### src/rtl/vita49_ts_counter_pkg.sv
// -----------------------------------------------------------------------------
// vita49_ts_counter_pkg
// Shared definitions for the VITA-49 timestamp counter and the pack/unpack
// datapath: timestamp field widths and the timestamp-state encodings.
// No ports (package).
// -----------------------------------------------------------------------------
package vita49_ts_counter_pkg;

    localparam int TS_INT_W  = 32;
    localparam int TS_FRAC_W = 64;
    localparam int STATE_W   = 2;

    localparam logic [STATE_W-1:0] ST_UNSYNC   = 2'd0;
    localparam logic [STATE_W-1:0] ST_ARMED    = 2'd1;
    localparam logic [STATE_W-1:0] ST_LOCKED   = 2'd2;
    localparam logic [STATE_W-1:0] ST_HOLDOVER = 2'd3;

    // Time is trustworthy while locked to PPS or coasting in holdover.
    function automatic logic state_has_time(input logic [STATE_W-1:0] st);
        return (st == ST_LOCKED) || (st == ST_HOLDOVER);
    endfunction

endpackage

### src/rtl/vita49_ts_counter_if.sv
// -----------------------------------------------------------------------------
// vita49_ts_counter_if
// Timestamp bus from the counter to the packet header logic.
//   master : timestamp source (drives everything)
//   slave  : timestamp consumer
// Signals: ts_int, ts_frac, ts_valid, ts_state, pps_pulse, pps_missing,
//          pps_early, sps_count, sps_update.
// -----------------------------------------------------------------------------
interface vita49_ts_counter_if;
    import vita49_ts_counter_pkg::*;

    logic [TS_INT_W-1:0]  ts_int;
    logic [TS_FRAC_W-1:0] ts_frac;
    logic                 ts_valid;
    logic [STATE_W-1:0]   ts_state;
    logic                 pps_pulse;
    logic                 pps_missing;
    logic                 pps_early;
    logic [31:0]          sps_count;
    logic                 sps_update;

    modport master (
        output ts_int, ts_frac, ts_valid, ts_state, pps_pulse,
               pps_missing, pps_early, sps_count, sps_update
    );

    modport slave (
        input  ts_int, ts_frac, ts_valid, ts_state, pps_pulse,
               pps_missing, pps_early, sps_count, sps_update
    );
endinterface

### src/rtl/vita49_pps_sync.sv
// -----------------------------------------------------------------------------
// vita49_pps_sync
// Brings the asynchronous PPS level into the clock domain through a
// SYNC_STAGES-deep flop chain and emits a registered one-cycle pulse on its
// rising edge. pps_pulse is high SYNC_STAGES+1 edges after pps_in rises.
// Ports:
//   clk       in  clock
//   srst      in  synchronous active-high reset
//   pps_in    in  raw PPS level (asynchronous)
//   pps_pulse out one-cycle pulse on synchronized rising edge
// -----------------------------------------------------------------------------
module vita49_pps_sync #(
    parameter int SYNC_STAGES = 2
) (
    input  logic clk,
    input  logic srst,
    input  logic pps_in,
    output logic pps_pulse
);

    logic [SYNC_STAGES-1:0] sync_reg;
    logic [SYNC_STAGES-1:0] sync_next;
    logic                   prev_reg;
    logic                   pulse_reg;

    for (genvar gi = 0; gi < SYNC_STAGES; gi++) begin : g_sync
        if (gi == 0) begin : g_first
            assign sync_next[gi] = pps_in;
        end else begin : g_rest
            assign sync_next[gi] = sync_reg[gi-1];
        end
    end

    always_ff @(posedge clk) begin
        if (srst) begin
            sync_reg  <= '0;
            prev_reg  <= 1'b0;
            pulse_reg <= 1'b0;
        end else begin
            sync_reg  <= sync_next;
            prev_reg  <= sync_reg[SYNC_STAGES-1];
            pulse_reg <= sync_reg[SYNC_STAGES-1] & ~prev_reg;
        end
    end

    assign pps_pulse = pulse_reg;

endmodule

### src/rtl/vita49_ts_counter.sv
// -----------------------------------------------------------------------------
// vita49_ts_counter
// VITA-49 timestamp source: integer seconds (TSI) plus sample-count
// fractional time (TSF), aligned to PPS with holdover when PPS goes missing.
// Optional feature macro: VITA49_TS_SPS_CAPTURE_EN (samples-per-second capture).
// Ports:
//   axis_clk      in   clock
//   axis_reset    in   synchronous active-high reset
//   pps_in        in   raw PPS level (asynchronous)
//   samp_en       in   one-cycle strobe per sample
//   set_sec       in   seconds value applied at the next PPS
//   set_sec_valid in   strobe latching set_sec
//   clear_status  in   clears sticky pps_missing / pps_early
//   ts            master modport of vita49_ts_counter_if (all outputs)
// -----------------------------------------------------------------------------
module vita49_ts_counter
    import vita49_ts_counter_pkg::*;
#(
    parameter int SAMP_RATE   = 100,
    parameter int PPS_TOL     = 16,
    parameter int SYNC_STAGES = 2,
    parameter int CNT_W       = 32
) (
    input  logic                axis_clk,
    input  logic                axis_reset,
    input  logic                pps_in,
    input  logic                samp_en,
    input  logic [TS_INT_W-1:0] set_sec,
    input  logic                set_sec_valid,
    input  logic                clear_status,
    vita49_ts_counter_if.master ts
);

    localparam logic [CNT_W-1:0] ONE_V    = CNT_W'(1);
    localparam logic [CNT_W-1:0] EARLY_V  = CNT_W'(SAMP_RATE - PPS_TOL);
    localparam logic [CNT_W-1:0] MISS_V   = CNT_W'(SAMP_RATE + PPS_TOL);
    localparam logic [CNT_W-1:0] TOL_V    = CNT_W'(PPS_TOL);
    localparam logic [CNT_W-1:0] WRAP_V   = CNT_W'(SAMP_RATE - 1);
    localparam logic [CNT_W-1:0] HALF_V   = CNT_W'(SAMP_RATE / 2);

    logic                pps_pulse;
    logic [STATE_W-1:0]  state_reg, state_next;
    logic [TS_INT_W-1:0] tsi_reg, tsi_next;
    logic [CNT_W-1:0]    tsf_reg, tsf_next;
    logic [TS_INT_W-1:0] pend_sec_reg, pend_sec_next;
    logic                load_pend_reg, load_pend_next;
    logic                missing_reg, missing_next;
    logic                early_reg, early_next;
    logic                valid_reg;

    logic                load_now;
    logic [TS_INT_W-1:0] sec_src;
    logic [TS_INT_W-1:0] tsi_inc;
    logic [CNT_W-1:0]    tsf_inc;
    logic                early_ev;
    logic                miss_ev;

    vita49_pps_sync #(.SYNC_STAGES(SYNC_STAGES)) u_pps_sync (
        .clk       (axis_clk),
        .srst      (axis_reset),
        .pps_in    (pps_in),
        .pps_pulse (pps_pulse)
    );

    // A set_sec_valid coincident with the PPS must win, so bypass the
    // pending register with the live input in that cycle.
    assign load_now = set_sec_valid | load_pend_reg;
    assign sec_src  = set_sec_valid ? set_sec : pend_sec_reg;
    assign tsi_inc  = tsi_reg + 32'd1;
    assign tsf_inc  = tsf_reg + ONE_V;

    always_comb begin
        state_next     = state_reg;
        tsi_next       = tsi_reg;
        tsf_next       = tsf_reg;
        pend_sec_next  = pend_sec_reg;
        load_pend_next = load_pend_reg;
        early_ev       = 1'b0;
        miss_ev        = 1'b0;

        if (set_sec_valid) begin
            pend_sec_next  = set_sec;
            load_pend_next = 1'b1;
        end

        case (state_reg)
            ST_UNSYNC: begin
                if (set_sec_valid) state_next = ST_ARMED;
            end
            ST_ARMED: begin
                if (pps_pulse) begin
                    tsi_next       = sec_src;
                    tsf_next       = '0;
                    load_pend_next = 1'b0;
                    state_next     = ST_LOCKED;
                end
            end
            ST_LOCKED: begin
                if (pps_pulse) begin
                    tsi_next       = load_now ? sec_src : tsi_inc;
                    tsf_next       = '0;
                    load_pend_next = 1'b0;
                    early_ev       = (tsf_reg < EARLY_V);
                end else if (samp_en) begin
                    if (tsf_inc == MISS_V) begin
                        // PPS overdue: the second boundary already passed
                        // PPS_TOL samples ago, so restart TSF there.
                        tsi_next   = tsi_inc;
                        tsf_next   = TOL_V;
                        miss_ev    = 1'b1;
                        state_next = ST_HOLDOVER;
                    end else begin
                        tsf_next = tsf_inc;
                    end
                end
            end
            ST_HOLDOVER: begin
                if (pps_pulse) begin
                    // A PPS past mid-second closes the current second; an
                    // earlier one means holdover ran ahead, so keep TSI.
                    if (load_now)
                        tsi_next = sec_src;
                    else if (tsf_reg >= HALF_V)
                        tsi_next = tsi_inc;
                    tsf_next       = '0;
                    load_pend_next = 1'b0;
                    state_next     = ST_LOCKED;
                end else if (samp_en) begin
                    if (tsf_reg == WRAP_V) begin
                        tsf_next = '0;
                        tsi_next = tsi_inc;
                    end else begin
                        tsf_next = tsf_inc;
                    end
                end
            end
            default: state_next = ST_UNSYNC;
        endcase

        // Set events take precedence over a same-cycle clear.
        missing_next = miss_ev  | (missing_reg & ~clear_status);
        early_next   = early_ev | (early_reg   & ~clear_status);
    end

    always_ff @(posedge axis_clk) begin
        if (axis_reset) begin
            state_reg     <= ST_UNSYNC;
            tsi_reg       <= '0;
            tsf_reg       <= '0;
            pend_sec_reg  <= '0;
            load_pend_reg <= 1'b0;
            missing_reg   <= 1'b0;
            early_reg     <= 1'b0;
            valid_reg     <= 1'b0;
        end else begin
            state_reg     <= state_next;
            tsi_reg       <= tsi_next;
            tsf_reg       <= tsf_next;
            pend_sec_reg  <= pend_sec_next;
            load_pend_reg <= load_pend_next;
            missing_reg   <= missing_next;
            early_reg     <= early_next;
            valid_reg     <= state_has_time(state_next);
        end
    end

`ifdef VITA49_TS_SPS_CAPTURE_EN
    logic        capture;
    logic [31:0] sps_count_reg;
    logic        sps_update_reg;

    // Only a locked second is a meaningful measurement of the sample rate.
    assign capture = pps_pulse && (state_reg == ST_LOCKED);

    always_ff @(posedge axis_clk) begin
        if (axis_reset) begin
            sps_count_reg  <= '0;
            sps_update_reg <= 1'b0;
        end else begin
            sps_update_reg <= capture;
            if (capture)
                sps_count_reg <= 32'(tsf_reg) + 32'(samp_en);
        end
    end

    assign ts.sps_count  = sps_count_reg;
    assign ts.sps_update = sps_update_reg;
`else
    assign ts.sps_count  = '0;
    assign ts.sps_update = 1'b0;
`endif

    assign ts.ts_int      = tsi_reg;
    assign ts.ts_frac     = TS_FRAC_W'(tsf_reg);
    assign ts.ts_valid    = valid_reg;
    assign ts.ts_state    = state_reg;
    assign ts.pps_pulse   = pps_pulse;
    assign ts.pps_missing = missing_reg;
    assign ts.pps_early   = early_reg;

endmodule

### src/flat_wrapper.sv
// flat-port wrapper written by rule: the top's interface ports become plain ports
module vita49_ts_counter_flat import vita49_ts_counter_pkg::*;
#(
    parameter int SAMP_RATE   = 100,
    parameter int PPS_TOL     = 16,
    parameter int SYNC_STAGES = 2,
    parameter int CNT_W       = 32
)
  (axis_clk, axis_reset, pps_in, samp_en, set_sec, set_sec_valid, clear_status, ts_ts_int, ts_ts_frac, ts_ts_valid, ts_ts_state, ts_pps_pulse, ts_pps_missing, ts_pps_early, ts_sps_count, ts_sps_update);
  vita49_ts_counter_if ts_i ();
  input  logic axis_clk;
  input  logic axis_reset;
  input  logic pps_in;
  input  logic samp_en;
  input  logic [TS_INT_W-1:0] set_sec;
  input  logic set_sec_valid;
  input  logic clear_status;
  output wire logic [$bits(ts_i.ts_int)-1:0] ts_ts_int;
  output wire logic [$bits(ts_i.ts_frac)-1:0] ts_ts_frac;
  output wire logic [$bits(ts_i.ts_valid)-1:0] ts_ts_valid;
  output wire logic [$bits(ts_i.ts_state)-1:0] ts_ts_state;
  output wire logic [$bits(ts_i.pps_pulse)-1:0] ts_pps_pulse;
  output wire logic [$bits(ts_i.pps_missing)-1:0] ts_pps_missing;
  output wire logic [$bits(ts_i.pps_early)-1:0] ts_pps_early;
  output wire logic [$bits(ts_i.sps_count)-1:0] ts_sps_count;
  output wire logic [$bits(ts_i.sps_update)-1:0] ts_sps_update;
  assign ts_ts_int = ts_i.ts_int;
  assign ts_ts_frac = ts_i.ts_frac;
  assign ts_ts_valid = ts_i.ts_valid;
  assign ts_ts_state = ts_i.ts_state;
  assign ts_pps_pulse = ts_i.pps_pulse;
  assign ts_pps_missing = ts_i.pps_missing;
  assign ts_pps_early = ts_i.pps_early;
  assign ts_sps_count = ts_i.sps_count;
  assign ts_sps_update = ts_i.sps_update;
  vita49_ts_counter #(.SAMP_RATE(SAMP_RATE), .PPS_TOL(PPS_TOL), .SYNC_STAGES(SYNC_STAGES), .CNT_W(CNT_W)) u_core (.axis_clk(axis_clk), .axis_reset(axis_reset), .pps_in(pps_in), .samp_en(samp_en), .set_sec(set_sec), .set_sec_valid(set_sec_valid), .clear_status(clear_status), .ts(ts_i));
endmodule
### config.mk
export PLATFORM = sky130hd
export DESIGN_NAME = vita49_ts_counter_flat
export DESIGN_NICKNAME = d
export VERILOG_FILES = /design/src/rtl/vita49_ts_counter_pkg.sv /design/src/rtl/vita49_ts_counter_if.sv /design/src/rtl/vita49_pps_sync.sv /design/src/rtl/vita49_ts_counter.sv /design/src/flat_wrapper.sv
export SDC_FILE = /design/constraint.sdc
export NUM_CORES = 1
export LEC_CHECK = 0
export ABC_AREA = 1
export BUFFER_PORTS_ARGS = -buffer_cell sky130_fd_sc_hd__clkbuf_2
export CAP_MARGIN = 20
export CORE_MARGIN = 3
export CORE_UTILIZATION = 54
export DETAILED_ROUTE_END_ITERATION = 8
export MAX_ROUTING_LAYER = met4
export PLACE_DENSITY_LB_ADDON = 0.1
export SYNTH_ARGS = -nofsm -noshare
export SYNTH_HDL_FRONTEND = slang
export SYNTH_SLANG_ARGS = --single-unit
### constraint.sdc
create_clock -name axis_clk -period 3.2 [get_ports axis_clk]
set_input_delay 0.48 -clock axis_clk [delete_from_list [all_inputs] [get_ports axis_clk]]
set_output_delay 0.48 -clock axis_clk [all_outputs]
set_load 0.005 [all_outputs]
**After elaboration in Yosys (flattened, before gate mapping)**

Index checks and enable logic that the tools add are counted.

- Equal/unequal tests: 13
- Bitwise operators: 8
- Shift-type cells: 0
- Order comparisons: 2
- $add $sub $neg: 2
- Divide/modulo/power cells: 0
- Mux-type cells: 35
- Reductions and logical operators: 7
- Multiply operators: 0

Operators with widths:

| kind | count |
|---|---|
| 32-bit two-way mux | 18 |
| 32-bit case mux with 3 select lines | 2 |
| 32-bit by 1-bit adder with 32-bit output, second input constant | 2 |
| 32-bit by 7-bit equality test with 1-bit output, second input constant | 2 |
| 32-bit by 6-bit greater-or-equal comparator with 1-bit output, second input constant | 1 |
| 32-bit by 7-bit < comparator with 1-bit output, second input constant | 1 |
| 2-bit two-way mux | 5 |
| 1-bit two-way mux | 9 |
| 2-bit equality test, second input constant | 4 |
| 7-bit AND reduction | 1 |
| 3-bit by 2-bit inequality test with 1-bit output, second input constant | 2 |
| 3-bit inequality test, second input constant | 2 |
| 2-bit case mux with 3 select lines | 1 |
| 4-bit by 2-bit inequality test with 1-bit output, second input constant | 1 |
| 4-bit AND reduction | 1 |
| 1-bit AND | 3 |
| 1-bit OR | 3 |
| 3-bit nonzero test | 1 |
| 3-bit OR reduction | 1 |
| 2-bit by 1-bit equality test with 1-bit output, second input constant | 1 |
| 2-bit zero test | 1 |
| 2-bit inequality test, second input constant | 1 |
| 1-bit NOT | 2 |
| 2-bit OR reduction | 1 |
| 1-bit logical OR | 1 |

- Output and inout port bits: 135
- Bits in writable memories: 0
- Register bits: 106
- Bits of input ports: 38
- Latch bits: 0
- Memories kept: 0
- Bits in read-only memories: 0

**Longest topological paths before layout**

- Depth in word-level cells: 8
- Gate-level depth with buffers: 20
- Mapped depth without buffers: 18

**Modules after synthesis**

Synthesis repeated with hierarchy kept, for this count alone.

- Cell total of the unflattened synthesis: 1,040
- Area total of the unflattened synthesis: 6,744.0 um^2

Modules (own cells, without submodules):

| module | seq. area each (um^2) | area an instance (um^2) | cells an instance | instances |
|---|---|---|---|---|
| vita49_ts_counter | 2,042.0 | 6,628.9 | 1,028 | 1 |
| vita49_pps_sync | 80.1 | 115.1 | 12 | 1 |

**Worst setup path after synthesis**

OpenSTA, ideal clock, no wires.

- Path kind: register to register
- From: reg u_core.tsf_reg[0]
- To: reg u_core.tsi_reg[16], in the netlist u_core.ts.ts_int[16]
- Library setup time: 113 ps
- Period minus slack after synthesis: 2,407 ps
- Cell stages (with the launch flop): 19
- Path buffers: 2
- Setup slack: 793 ps
- Arrival: 2,294 ps
- Path through: dfxtp_1 -> ha_1 -> nand2_1 -> nor2_2 -> nand2_2 -> nor2_4 -> nand2_1 -> nand2_1 -> nand2_1 -> nor2_1 -> nand2_1 -> nor2_2 -> nand3_2 -> nand2_4 -> nand3_2 -> buf_6 -> buf_2 -> nor2_1 -> nor2_1

- Word-level cells in the longest chain between the ends: 4

Ends and longest elaborated chain:

| what | RTL line | text |
|---|---|---|
| start, declared | vita49_ts_counter.sv:44 | `logic [CNT_W-1:0] tsf_reg, tsf_next;` |
| start signal, assigned | vita49_ts_counter.sv:158 | `tsf_reg <= tsf_next;` |
| 32-bit by 1-bit adder with 32-bit output | vita49_ts_counter.sv:70 | `assign tsf_inc = tsf_reg + ONE_V;` |
| 32-bit by 7-bit equality test with 1-bit output | vita49_ts_counter.sv:105 | `if (tsf_inc == MISS_V) begin` |
| 3-bit by 2-bit inequality test with 1-bit output (no line) | - |  |
| 7-bit AND reduction (no line) (*) | - |  |
| end signal, assigned | vita49_ts_counter.sv:157 | `tsi_reg <= tsi_next;` |
| end, declared | vita49_ts_counter.sv:43 | `logic [TS_INT_W-1:0] tsi_reg, tsi_next;` |

Mark *: on every way between the ends. The rest lies on a longest branch, timed or not.
A chain may end at the register's enable or synchronous reset.

**Worst setup path in the final report**

- From: reg u_core.tsf_reg[1]
- To: reg u_core.tsi_reg[11], in the netlist u_core.ts.ts_int[11]

Same word-level chain as after synthesis.

==> metrics.md <==
| Metric | Value |
|---|---|
| Synth top area cells | `dfxtp_1, nand2_1, nor2_1` |
| Dominant synthesized flop cell | `dfxtp_1` |
| Clk slew on worst S/H paths | `~0.070 ns` |
| Max cap viols | `0` |
| Yosys warns | `0` |
| Core Region | `around 12000 um2` |
| Register share of total power | `around half` |
| Clock power share | `about two fifths` |
| Clk Latency, worst-skew pair | `0.35 ns` |
| # DRC | `0` |
| Max Slew Vio Count | `0` |
| Startpoint types | `flip-flop` |
| Leak | `around 3.6 nW` |
| Initial DRC Count | `about 470` |
| Fin nets | `between 1000 and 1500` |
| CTS Buf Count | `9` |
| Cell area after synthesis | `~7000 um2` |
| Synth area leader | `dfxtp_1` |
| Fmax | `roughly 350 MHz` |
| First-pass GRT wire length | `30800 um` |
| Placer's final routability congestion estimate | `approximately 1.0` |
| Setup ws final | `between 0.3 and 0.4 ns` |
| Skew final | `~0.0048 ns` |
| Gate Count Post-Synth | `around 1100` |
| Net Sw Frac | `around 25%` |
| Final period util | `88.7%` |
| Final setup vio count | `0` |
| Fill count | `1267` |
| Status | `finished, final reports clean` |
| Die Height | `approximately 120 um` |
| Netlist cell types | `36` |
| Antenna diode count | `0` |
| DP HPWL | `approximately 14000 um` |
| Pwr dens | `approximately 350 nW/um2` |
| Largest net degree at the start of global routing | `51` |
| Initial Util | `56.6%` |
| CTS H-tree lvls | `3` |
| Multi-input gate area | `~4000 um2` |
| Pre-CTS WS | `slightly above 0.3 ns` |
| Setup TNS | `0 ns` |
| P&R area growth vs syn | `10.4%` |
| Worst VDD drop | `~0.00032 V` |
| Post-synth top area share | `around 30%` |
| Tmin final | `between 2 and 3 ns` |
| Post-synthesis sequential area ratio | `a little under a third` |
| Number of global-route vias before repair | `6292` |
| Cts repair resizes | `0` |
| Crit path kind | `reg -> reg` |
| GRT overflow | `0` |
| Crit path required time | `~3.5 ns` |
| Setup crit end kind | `flip-flop` |
| Unrepaired setup endpoints after global routing | `no` |
| NetSw | `around 680 uW` |
| Fin. Hold Viols | `0` |
| Post-CTS setup buffers | `0` |
| Port-buffer cells | `107` |
| First-pass iteration count of the detailed router | `5` |
| Max clock buf depth | `2` |
| Layout cells sized above 1 | `about 14%` |
| Yosys reg bits | `roughly 110` |
| Final ANT Viol Nets | `0` |
| Worst Max-Slew Pin Slew | `between 0.5 and 0.6 ns` |
| Top-Level Pins | `approximately 170` |
| Hold_buf cts | `0` |
| Total routed wirelength | `roughly 19000 um` |
| Die area | `around 14000 um2` |
| Total track usage | `~27%` |
| Int Pwr | `between 1.5 and 2 mW` |
| Post-synthesis async set-or-reset flop share | `0%` |
| Crit path DAT | `around 3.1 ns` |
| Die W | `about 120 um` |
| Vias per cell | `about 5` |
| Post-synth EDFFs | `0` |
| WL/cell | `13.9 um` |
| Row Count | `40` |
| Register area | `between 2000 and 2500 um2` |
| Total number of vias | `~6900` |
| Syn_area_per_cell | `between 6 and 7 um2` |
| Hold Crit Class | `in -> reg` |
| Initial antenna violation count | `0` |
| Slew margin rel. | `between 60 and 70%` |
| CTS tree | `yes` |
| Combinational group share of total power | `8.2%` |
| Hold WS | `around 0.32 ns` |
| Max Fanout on Critical Path | `48` |
| Clock root cell | `clkbuf_16` |
| # clock sinks | `106` |
==> worst paths after layout <==
check / from / endpoint / slack [ns] / cells after the start
hold reg to reg: u_core.u_pps_sync.prev_reg / u_core.u_pps_sync.pps_pulse / 0.40 / 1
hold / removal: pps_in / u_core.u_pps_sync.sync_reg[0] / 0.32 / 3
setup / recovery: u_core.tsf_reg[1] / u_core.ts.ts_int[11] / 0.36 / 18
setup reg to reg: u_core.tsf_reg[1] / u_core.ts.ts_int[11] / 0.36 / 18
==> Yosys cell counts (2+ instances only) <==
library cell	n
a211oi_1	3
nand3b_1	10
buf_4	67
nor4_1	9
ha_1	2
inv_1	104
inv_2	3
o21ai_1	3
xor2_1	21
nor2_4	5
nor2_2	8
buf_6	2
nand2_1	303
o21ai_0	21
nor3_1	10
nand3_2	2
a31oi_1	5
mux2i_1	34
buf_1	3
nand2_2	4
buf_2	9
dfxtp_1	106
nor2_1	192
nand3_1	33
nand4_1	58
a21oi_1	50
clkbuf_1	26
==> power groups by stage <==
stage               clock network (mW)  registers (mW)  logic [mW]
floorplan                            0            1.40       0.208
global placement                     0            1.40       0.214
detailed placement                   0            1.40       0.217
CTS                               1.10            1.37       0.218
global route                      1.14            1.38       0.249
finish                            1.07            1.37       0.219
==> critical path, cell delays in order, from the launching register on <==
cell,delay (ns)
dfxtp_1,0.44
ha_2,0.27
nand2_1,0.07
nor2_2,0.19
nand2_1,0.11
nor2_1,0.19
nand2_1,0.07
nand2_1,0.06
nand2_1,0.09
nor2_1,0.16
nand2_1,0.09
nor2_2,0.13
nand3_2,0.12
nand2_4,0.19
nand3_2,0.09
buf_6,0.24
nand2_1,0.11
nand2_1,0.05
nor2_1,0.08
==> metrics by stage <==
step | utilization [%] | area, um2 | power, mW | cells
2_1_floorplan | - | 7210 | 1.61 | 1166
3_3_place_gp | 60.1 | 7400 | 1.62 | 1351
3_5_place_dp | 60.1 | 7400 | 1.62 | 1351
4_1_cts | 62.4 | 7680 | 2.69 | 1366
5_1_grt | 62.4 | 7690 | 2.77 | 1366
6_report | 62.4 | 7690 | 2.67 | 1366
==> final cells by class <==
type,count,share of cell area [%]
clock buffers,10,3.11
clock inverters,5,0.505
inverters,107,5.22
multi-input cells,846,52.1
flip-flops and latches,106,27.6
well taps,168,2.73
repair buffers,124,8.68
==> layout by cell type (no fill, tap or decap), types with 2 or more instances in the layout <==
cell type / synthesis / final
a211oi_1: 3 / 3
a21oi_1: 50 / 49
a31oi_1: 5 / 5
buf_4: 67 / 16
clkbuf_16: 0 / 9
clkbuf_2: 0 / 107
conb_1: 1 / 65
dfxtp_1: 106 / 106
inv_1: 104 / 104
inv_2: 3 / 3
inv_6: 0 / 2
mux2i_1: 34 / 34
nand2_1: 303 / 303
nand2_2: 4 / 4
nand3_1: 33 / 33
nand3_2: 2 / 2
nand3b_1: 10 / 10
nand4_1: 58 / 58
nor2_1: 192 / 192
nor2_2: 8 / 8
nor2_4: 5 / 5
nor3_1: 10 / 10
nor4_1: 9 / 9
o21ai_0: 21 / 21
o21ai_1: 3 / 3
xor2_1: 21 / 21
==> per-layer routing <==
metal	up-vias	routed length [um]	global-route usage (%)	share of wire, %
met4	0	265	5.73	1.4
met2	200	9440	46.0	50
li1	3557	-	-	-
met1	3115	8400	33.9	44
met3	22	940	4.85	4.9
met5	-	0	-	0
==> cells by family (layout without fill, tap and decap cells) <==
| kind of cell | after synthesis | in the layout | share of synthesized area (%) |
|---|---|---|---|
| fa+ha+maj | 2 | 2 | 0.359 |
| flops | 106 | 106 | 30.5 |
| simple gates | 639 | 639 | 39.6 |
| xor+xnor | 22 | 22 | 2.77 |
| other cells | 1 | 65 | 0.0538 |
| buf+inv | 214 | 246 | 15.5 |
| mux | 34 | 34 | 4.89 |
| compound gates | 84 | 84 | 6.38 |
Note: power is estimated with default switching activity, not from simulation.
